--- config.mk ---
export PLATFORM = sky130hd
export DESIGN_NAME = dmem_arbiter
export DESIGN_NICKNAME = d
export VERILOG_FILES = /design/src/rtl/dmem_arb_pkg.sv /design/src/rtl/dmem_arbiter_rd_tag_pipe.sv /design/src/rtl/dmem_arbiter.sv
export SDC_FILE = /design/constraint.sdc
export NUM_CORES = 1
export LEC_CHECK = 0
export BUFFER_PORTS_ARGS = -buffer_cell sky130_fd_sc_hd__buf_2
export CAP_MARGIN = 20
export CORE_AREA = 5 5 95 97
export DETAILED_ROUTE_END_ITERATION = 10
export DIE_AREA = 0 0 100 102
export PLACE_DENSITY = 0.54
export SYNTH_ARGS = -nofsm -noshare
export SYNTH_HDL_FRONTEND = slang
export SYNTH_HIERARCHICAL = 1
export SYNTH_SLANG_ARGS = --single-unit
--- constraint.sdc ---
create_clock -name clock -period 7.3 [get_ports clock]
set_clock_uncertainty 0.1 [all_clocks]
set_input_delay 2.19 -clock clock [delete_from_list [all_inputs] [get_ports clock]]
set_output_delay 2.19 -clock clock [all_outputs]
set_load 0.01 [all_outputs]
--- src/rtl/dmem_arb_pkg.sv ---
// Shared defaults and types for the data-memory arbiter slice.
package dmem_arb_pkg;

  localparam int DMEM_ADDR_W    = 17;
  localparam int DMEM_DATA_W    = 32;
  localparam int DMEM_RD_LAT    = 1;
  localparam int DMEM_MAX_BURST = 4;

  typedef enum logic {
    OWN0 = 1'b0,
    OWN1 = 1'b1
  } owner_t;

  // Wide enough for MAX_BURST up to 15.
  typedef logic [3:0] burst_t;

  function automatic owner_t other_port(input owner_t o);
    return (o == OWN0) ? OWN1 : OWN0;
  endfunction

endpackage

--- src/rtl/dmem_arbiter_rd_tag_pipe.sv ---
// Read-return tag pipeline: DEPTH-stage shift register of {valid, port}.
module rd_tag_pipe
  import dmem_arb_pkg::*;
#(
  parameter int DEPTH = DMEM_RD_LAT
) (
  input  logic clk_i,
  input  logic clr_i,
  input  logic valid_i,
  input  logic port_i,
  output logic valid_o,
  output logic port_o
);

  logic [DEPTH-1:0] valid_q;
  logic [DEPTH-1:0] port_q;

  // Shift tags one stage per cycle; clear drops every in-flight tag.
  always_ff @(posedge clk_i) begin
    if (clr_i) begin
      valid_q <= {DEPTH{1'b0}};
      port_q  <= {DEPTH{1'b0}};
    end else begin
      valid_q[0] <= valid_i;
      port_q[0]  <= port_i;
      for (int i = 1; i < DEPTH; i++) begin
        valid_q[i] <= valid_q[i-1];
        port_q[i]  <= port_q[i-1];
      end
    end
  end

  assign valid_o = valid_q[DEPTH-1];
  assign port_o  = port_q[DEPTH-1];

endmodule

--- src/rtl/dmem_arbiter.sv ---
// Two-port round-robin arbiter for the single-port dmem RAM with bounded
// bursts and fixed-latency read return routing.
module dmem_arbiter
  import dmem_arb_pkg::*;
#(
  parameter int ADDR_W    = DMEM_ADDR_W,
  parameter int DATA_W    = DMEM_DATA_W,
  parameter int RD_LAT    = DMEM_RD_LAT,
  parameter int MAX_BURST = DMEM_MAX_BURST
) (
  input  logic              clock,
  input  logic              reset,
  input  logic              req0,
  input  logic              req1,
  input  logic              we0,
  input  logic              we1,
  input  logic [ADDR_W-1:0] addr0,
  input  logic [ADDR_W-1:0] addr1,
  input  logic [DATA_W-1:0] wdata0,
  input  logic [DATA_W-1:0] wdata1,
  output logic              gnt0,
  output logic              gnt1,
  output logic              rvalid0,
  output logic              rvalid1,
  output logic [DATA_W-1:0] rdata0,
  output logic [DATA_W-1:0] rdata1,
  output logic [ADDR_W-1:0] ram_addr,
  output logic [DATA_W-1:0] ram_wdata,
  output logic              ram_wren,
  input  logic [DATA_W-1:0] ram_q
);

  localparam burst_t BURST_MAX = burst_t'(MAX_BURST);

  owner_t owner_q, owner_d;
  burst_t burst_q, burst_d;
  owner_t acc_port_s;
  logic   gnt0_s, gnt1_s;
  logic   rd_acc_s;
  logic   tag_valid_s, tag_port_s;

  // Arbitration state register.
  always_ff @(posedge clock) begin
    if (reset) begin
      owner_q <= OWN0;
      burst_q <= 4'd0;
    end else begin
      owner_q <= owner_d;
      burst_q <= burst_d;
    end
  end

  // Grant selection; the owner keeps the port until its burst is spent.
  always_comb begin
    gnt0_s = 1'b0;
    gnt1_s = 1'b0;
    if (reset) begin
      gnt0_s = 1'b0;
      gnt1_s = 1'b0;
    end else if (req0 && req1) begin
      if (burst_q < BURST_MAX) begin
        gnt0_s = (owner_q == OWN0);
        gnt1_s = (owner_q == OWN1);
      end else begin
        gnt0_s = (other_port(owner_q) == OWN0);
        gnt1_s = (other_port(owner_q) == OWN1);
      end
    end else begin
      gnt0_s = req0;
      gnt1_s = req1;
    end
  end

  assign acc_port_s = gnt1_s ? OWN1 : OWN0;

  // Owner/burst update on each accepted access or idle cycle.
  always_comb begin
    owner_d = owner_q;
    burst_d = burst_q;
    if (!req0 && !req1) begin
      burst_d = 4'd0;
    end else if (gnt0_s || gnt1_s) begin
      if (acc_port_s == owner_q) begin
        if (burst_q < BURST_MAX) begin
          burst_d = burst_q + 4'd1;
        end else begin
          burst_d = BURST_MAX;
        end
      end else begin
        owner_d = acc_port_s;
        burst_d = 4'd1;
      end
    end else begin
      owner_d = owner_q;
      burst_d = burst_q;
    end
  end

  // RAM port mux; idle cycles drive zeros.
  always_comb begin
    ram_addr  = {ADDR_W{1'b0}};
    ram_wdata = {DATA_W{1'b0}};
    ram_wren  = 1'b0;
    rd_acc_s  = 1'b0;
    if (gnt0_s) begin
      ram_addr  = addr0;
      ram_wdata = wdata0;
      ram_wren  = we0;
      rd_acc_s  = ~we0;
    end else if (gnt1_s) begin
      ram_addr  = addr1;
      ram_wdata = wdata1;
      ram_wren  = we1;
      rd_acc_s  = ~we1;
    end else begin
      ram_addr  = {ADDR_W{1'b0}};
      ram_wdata = {DATA_W{1'b0}};
      ram_wren  = 1'b0;
      rd_acc_s  = 1'b0;
    end
  end

  rd_tag_pipe #(
    .DEPTH (RD_LAT)
  ) u_rd_tag_pipe (
    .clk_i   (clock),
    .clr_i   (reset),
    .valid_i (rd_acc_s),
    .port_i  (gnt1_s),
    .valid_o (tag_valid_s),
    .port_o  (tag_port_s)
  );

  assign gnt0    = gnt0_s;
  assign gnt1    = gnt1_s;
  assign rvalid0 = tag_valid_s & ~tag_port_s;
  assign rvalid1 = tag_valid_s & tag_port_s;
  assign rdata0  = ram_q;
  assign rdata1  = ram_q;

endmodule
### Yosys cells after proc, flatten, opt, wreduce, memory -nomap -nowiden

Index checks and enable logic that the tools add are counted.

| operators by class | value |
|---|---|
| $add $sub $neg | 1 |
| $lt $le $gt $ge | 1 |
| equal/unequal tests | 1 |
| mux-type cells | 18 |
| bitwise logic cells | 8 |
| reduce and logical (&&, ||, !) cells | 7 |

Operators with widths:

| kind | count |
|---|---|
| 32-bit 2-to-1 mux | 2 |
| 17-bit 2-to-1 mux | 2 |
| 1-bit 2-to-1 mux | 12 |
| 4-bit 2-to-1 mux | 2 |
| 1-bit NOT | 6 |
| 4-bit by 1-bit adder with 4-bit output, second input constant | 1 |
| 4-bit by 3-bit less-than comparator with 1-bit output, second input constant | 1 |
| 3-bit AND reduction | 1 |
| 1-bit AND | 2 |
| 1-bit logical AND | 2 |
| 1-bit logical NOT | 2 |
| 2-bit OR reduction | 1 |
| 1-bit == test | 1 |
| 1-bit logical OR | 1 |

| word-level totals | value |
|---|---|
| register bits after elaboration | 7 |
| bits of input ports | 136 |
| output and inout port bits | 118 |

### Logic depth before layout (Yosys ltp)

| logic depth | value |
|---|---|
| depth in word-level cells | 8 |
| mapped depth | 6 |
| gate-level depth less buffers | 4 |

### Hierarchy

The synthesis kept the hierarchy.

Modules (own cells, without submodules):

| module | instances | cells an instance | area an instance (um^2) | sequential area each (um^2) |
|---|---|---|---|---|
| dmem_arbiter | 1 | 165 | 1,363.8 | 100.1 |
| rd_tag_pipe | 1 | 4 | 52.6 | 40.0 |

### Worst setup path before layout

Ideal clock, no wire load.

| timing | value |
|---|---|
| path kind | in2out |
| start | input req1 |
| end | output ram_addr[0] |
| arrival | 3,416 ps |
| data required time | 5,010 ps |
| setup slack | 1,594 ps |
| cell stages on the path | 5 |
| path through | buf_2 -> nand2b_1 -> nor3_1 -> clkbuf_1 -> a22o_1 |

| on the way | value |
|---|---|
| longest elaborated chain between the ends | 5 |
| elaborated cells between the ends (all ways) | 7 |
| classes of those cells | 6 x mux; 1 x reduce/logical |

RTL lines:

| item | RTL line | text |
|---|---|---|
| start: declaration | dmem_arbiter.sv:14 | `input logic req1,` |
| 1-bit logical AND | dmem_arbiter.sv:60 | `end else if (req0 && req1) begin` |
| 1-bit 2-to-1 mux | dmem_arbiter.sv:60 |  |
| 1-bit 2-to-1 mux | dmem_arbiter.sv:57 | `if (reset) begin` |
| 17-bit 2-to-1 mux | dmem_arbiter.sv:110 | `end else if (gnt1_s) begin` |
| 17-bit 2-to-1 mux * | dmem_arbiter.sv:105 | `if (gnt0_s) begin` |
| end: declaration | dmem_arbiter.sv:27 | `output logic [ADDR_W-1:0] ram_addr,` |

Every way passes the cells marked *; elsewhere a longest branch is shown, timed or not.

### Final worst setup path

| timing | value |
|---|---|
| start | input reset |
| end | output ram_addr[1] |

| on the way | value |
|---|---|
| longest elaborated chain between the ends | 3 |
| elaborated cells between the ends (all ways) | 4 |
| classes of those cells | 4 x mux |

RTL lines:

| item | RTL line | text |
|---|---|---|
| start: declaration | dmem_arbiter.sv:12 | `input logic reset,` |
| 1-bit 2-to-1 mux | dmem_arbiter.sv:57 |  |
| 17-bit 2-to-1 mux | dmem_arbiter.sv:110 |  |
| 17-bit 2-to-1 mux * | dmem_arbiter.sv:105 |  |

Marks and branches as above.

==> summary.txt <==
Outcome
  • Status: finished clean

Logic synthesis
  • Yosys warns: 6
  • Gate Count Post-Synth: 169
  • Post-synthesis sequential area ratio: 9.89%
  • Mapped Avg Cell Area: 8.38 sq um
  • Post-Synthesis Cell Area: 1420 sq um
  • Post-Syn Nets: 306
  • Number of enable flip-flop cells after synthesis: 0
  • Share of flip-flops with an asynchronous set or reset: 0%
  • Post-synth top flop: dfxtp_1
  • Yosys reg bits: 7
  • Yosys cell types: 32

Timing
  • Final period util: 78.5%
  • Final setup fails: 0
  • RSZ-0062 raised after global routing: no
  • Setup tns final: 0 ns
  • Tmin final: 5.73 ns
  • Final max-slew violation count: 0
  • WHS: 0.522 ns
  • Max frequency: 175 MHz
  • Final Hold Fails: 0

Clocking
  • CTS max path bufs: 2
  • Clock sink count: 7
  • # resized after CTS: 0
  • CTS HTree Levels: 1
  • CTS buffer count: 3
  • Clock Pin Slew Worst Setup and Hold Paths: 0.04 ns
  • Clk root buf: clkbuf_8
  • CTS tree: done
  • Setup Buffers After CTS: 0
  • Worst-skew pair later-pin latency: 0.22 ns
  • # hold bufs at CTS: 0

Critical path
  • WS Path Type: in -> out
  • CP cell instances: buf_2, nand2b_1, nor3_2, buf_4, a22o_1, buf_2
  • R2R cell count: 5
  • WP data arrival: 3.44 ns
  • Startpoint types: input port
  • Crit end category: primary output
  • Critical path's slowest cell: buf_4
  • Crit path required time: 5.01 ns
  • CP max stage delay: 0.33 ns
  • Worst path most repeated cell: buf_2
  • CP max FO: 28

Routing
  • WL final: 5.16 mm
  • WL/cell: 14.2 um
  • Vias post-DR: 1,557
  • TritonRoute pass-1 iters: 4
  • Post-route ant nets: 0
  • Via/cell ratio: 4.29
  • DRC: 0
  • Iteration-0 DRC Markers: 29

Run
  • Max-cap violations: 0

GRT
  • GR Util All Layers: 8.58%
  • GR Overflow Total: 0
  • Vias in the first global route: 1,502
  • Largest net degree at the start of global routing: 29
  • Global-route wire length before repair: 7.18 mm
  • Initial antenna violation count: 0

Hold path
  • Min-Delay Path Depth: 2
  • Hold Path Class: reg -> reg

Pwr
  • LEAKAGE: 1.08 nW
  • VDD IR max: 0.0460 mV
  • Pwr Density: 109 nW/um^2

Die
  • Die width: 100 um
  • Core area: 8050 sq um
  • Height of the die: 102 um
  • Initial Util: 17.6%
  • I/O pins: 254
  • Die area: 10,200 sq um
  • Row Count: 33

Placed design
  • Routability Congestion: 0.709
  • HPWL Detailed: 4.36 mm
  • IO buf count: 157

Cells and area
  • Util after Layout: 22.9%
  • Most common cell after layout, fill and taps aside: buf_2
  • Layout Nets: 396
  • Most frequent cells in the layout: 157 x buf_2, 51 x a22o_1, 7 x dfxtp_1
  • Layout area overhead: 30.4%
  • Antenna diode count: 0
  • Layout cells sized above 1: 65.1%
  • Fill cells: 914
[power breakdown]
group / internal, mW / total (mW) / leakage [nW] / switching (mW)
clock: 0.0376 / 0.0528 / 0.0228 / 0.0152
sequential: 0.0407 / 0.0438 / 0.0577 / 0.00306
combinational: 0.0559 / 0.105 / 0.997 / 0.0491
total: 0.134 / 0.202 / 1.08 / 0.0673
[layer usage]
metal	vias up	GRT usage [%]	part of all wire, %
li1	739	-	-
met1	674	10.3	38
met2	114	13.9	47
met3	30	2.80	12
met4	0	4.15	3.3
met5	-	0	0
[registers in the layout, indices dropped and copies added (netlist names)]
signal / cells
burst_q: 4
owner_q: 1
u_rd_tag_pipe/port_o: 1
u_rd_tag_pipe/valid_o: 1
[layout make-up]
cell class	instances	area [sq um]	share of cell area [%]
repair buffers	161	816	44.2
multi-input cells	82	699	37.9
flip-flops and latches	7	140	7.59
well taps	105	131	7.11
clock buffers	4	45.0	2.44
inverters	4	15.0	0.813
[worst paths after layout]
kind / startpoint / to / slack, ns
worst min register to register: owner_q / owner_q / 0.52
worst max-delay path: reset / ram_addr[1] / 1.57
worst min-delay path: owner_q / owner_q / 0.52
worst max register to register: owner_q / u_rd_tag_pipe/valid_o / 5.41
[critical path, delay by kind of cell]
kind            cells  cell delay [ns]
buf+inv             3             0.62
simple gates        2             0.41
compound gates      1             0.21
[Yosys cell counts, drive strengths merged, types with 2 or more instances]
| master | count | share of area [%] |
|---|---|---|
| dfxtp | 7 | 9.9 |
| nor2b | 3 | 1.3 |
| buf | 72 | 39 |
| clkbuf | 4 | 1.1 |
| nor2 | 2 | 0.53 |
| a22o | 51 | 32 |
| or3 | 2 | 1.2 |
| mux2i | 3 | 2.1 |
| a21oi | 2 | 0.71 |
| inv | 4 | 1.1 |
[through the flow]
step,cells,setup WS (ns),power [mW],cell area [sq um]
after floorplan,169,1.59,0.134,1420
after global placement,359,1.60,0.150,1800
after detailed placement,359,1.55,0.151,1800
after CTS,363,1.54,0.206,1850
after global routing,363,1.42,0.218,1850
final,363,1.57,0.202,1850
[cell families (layout without fill, tap and decap cells)]
group | count (synthesis) | count (layout) | share of synthesized area [%]
buffers and inverters | 80 | 169 | 41.1
AOI/OAI and AO/OA | 62 | 62 | 38.4
adders and majority gates | 1 | 1 | 0.883
DFF | 7 | 7 | 9.89
and+or+nand+nor | 15 | 15 | 7.33
muxes | 3 | 3 | 2.12
other | 1 | 1 | 0.265
Power figures use the tool's default switching activity.
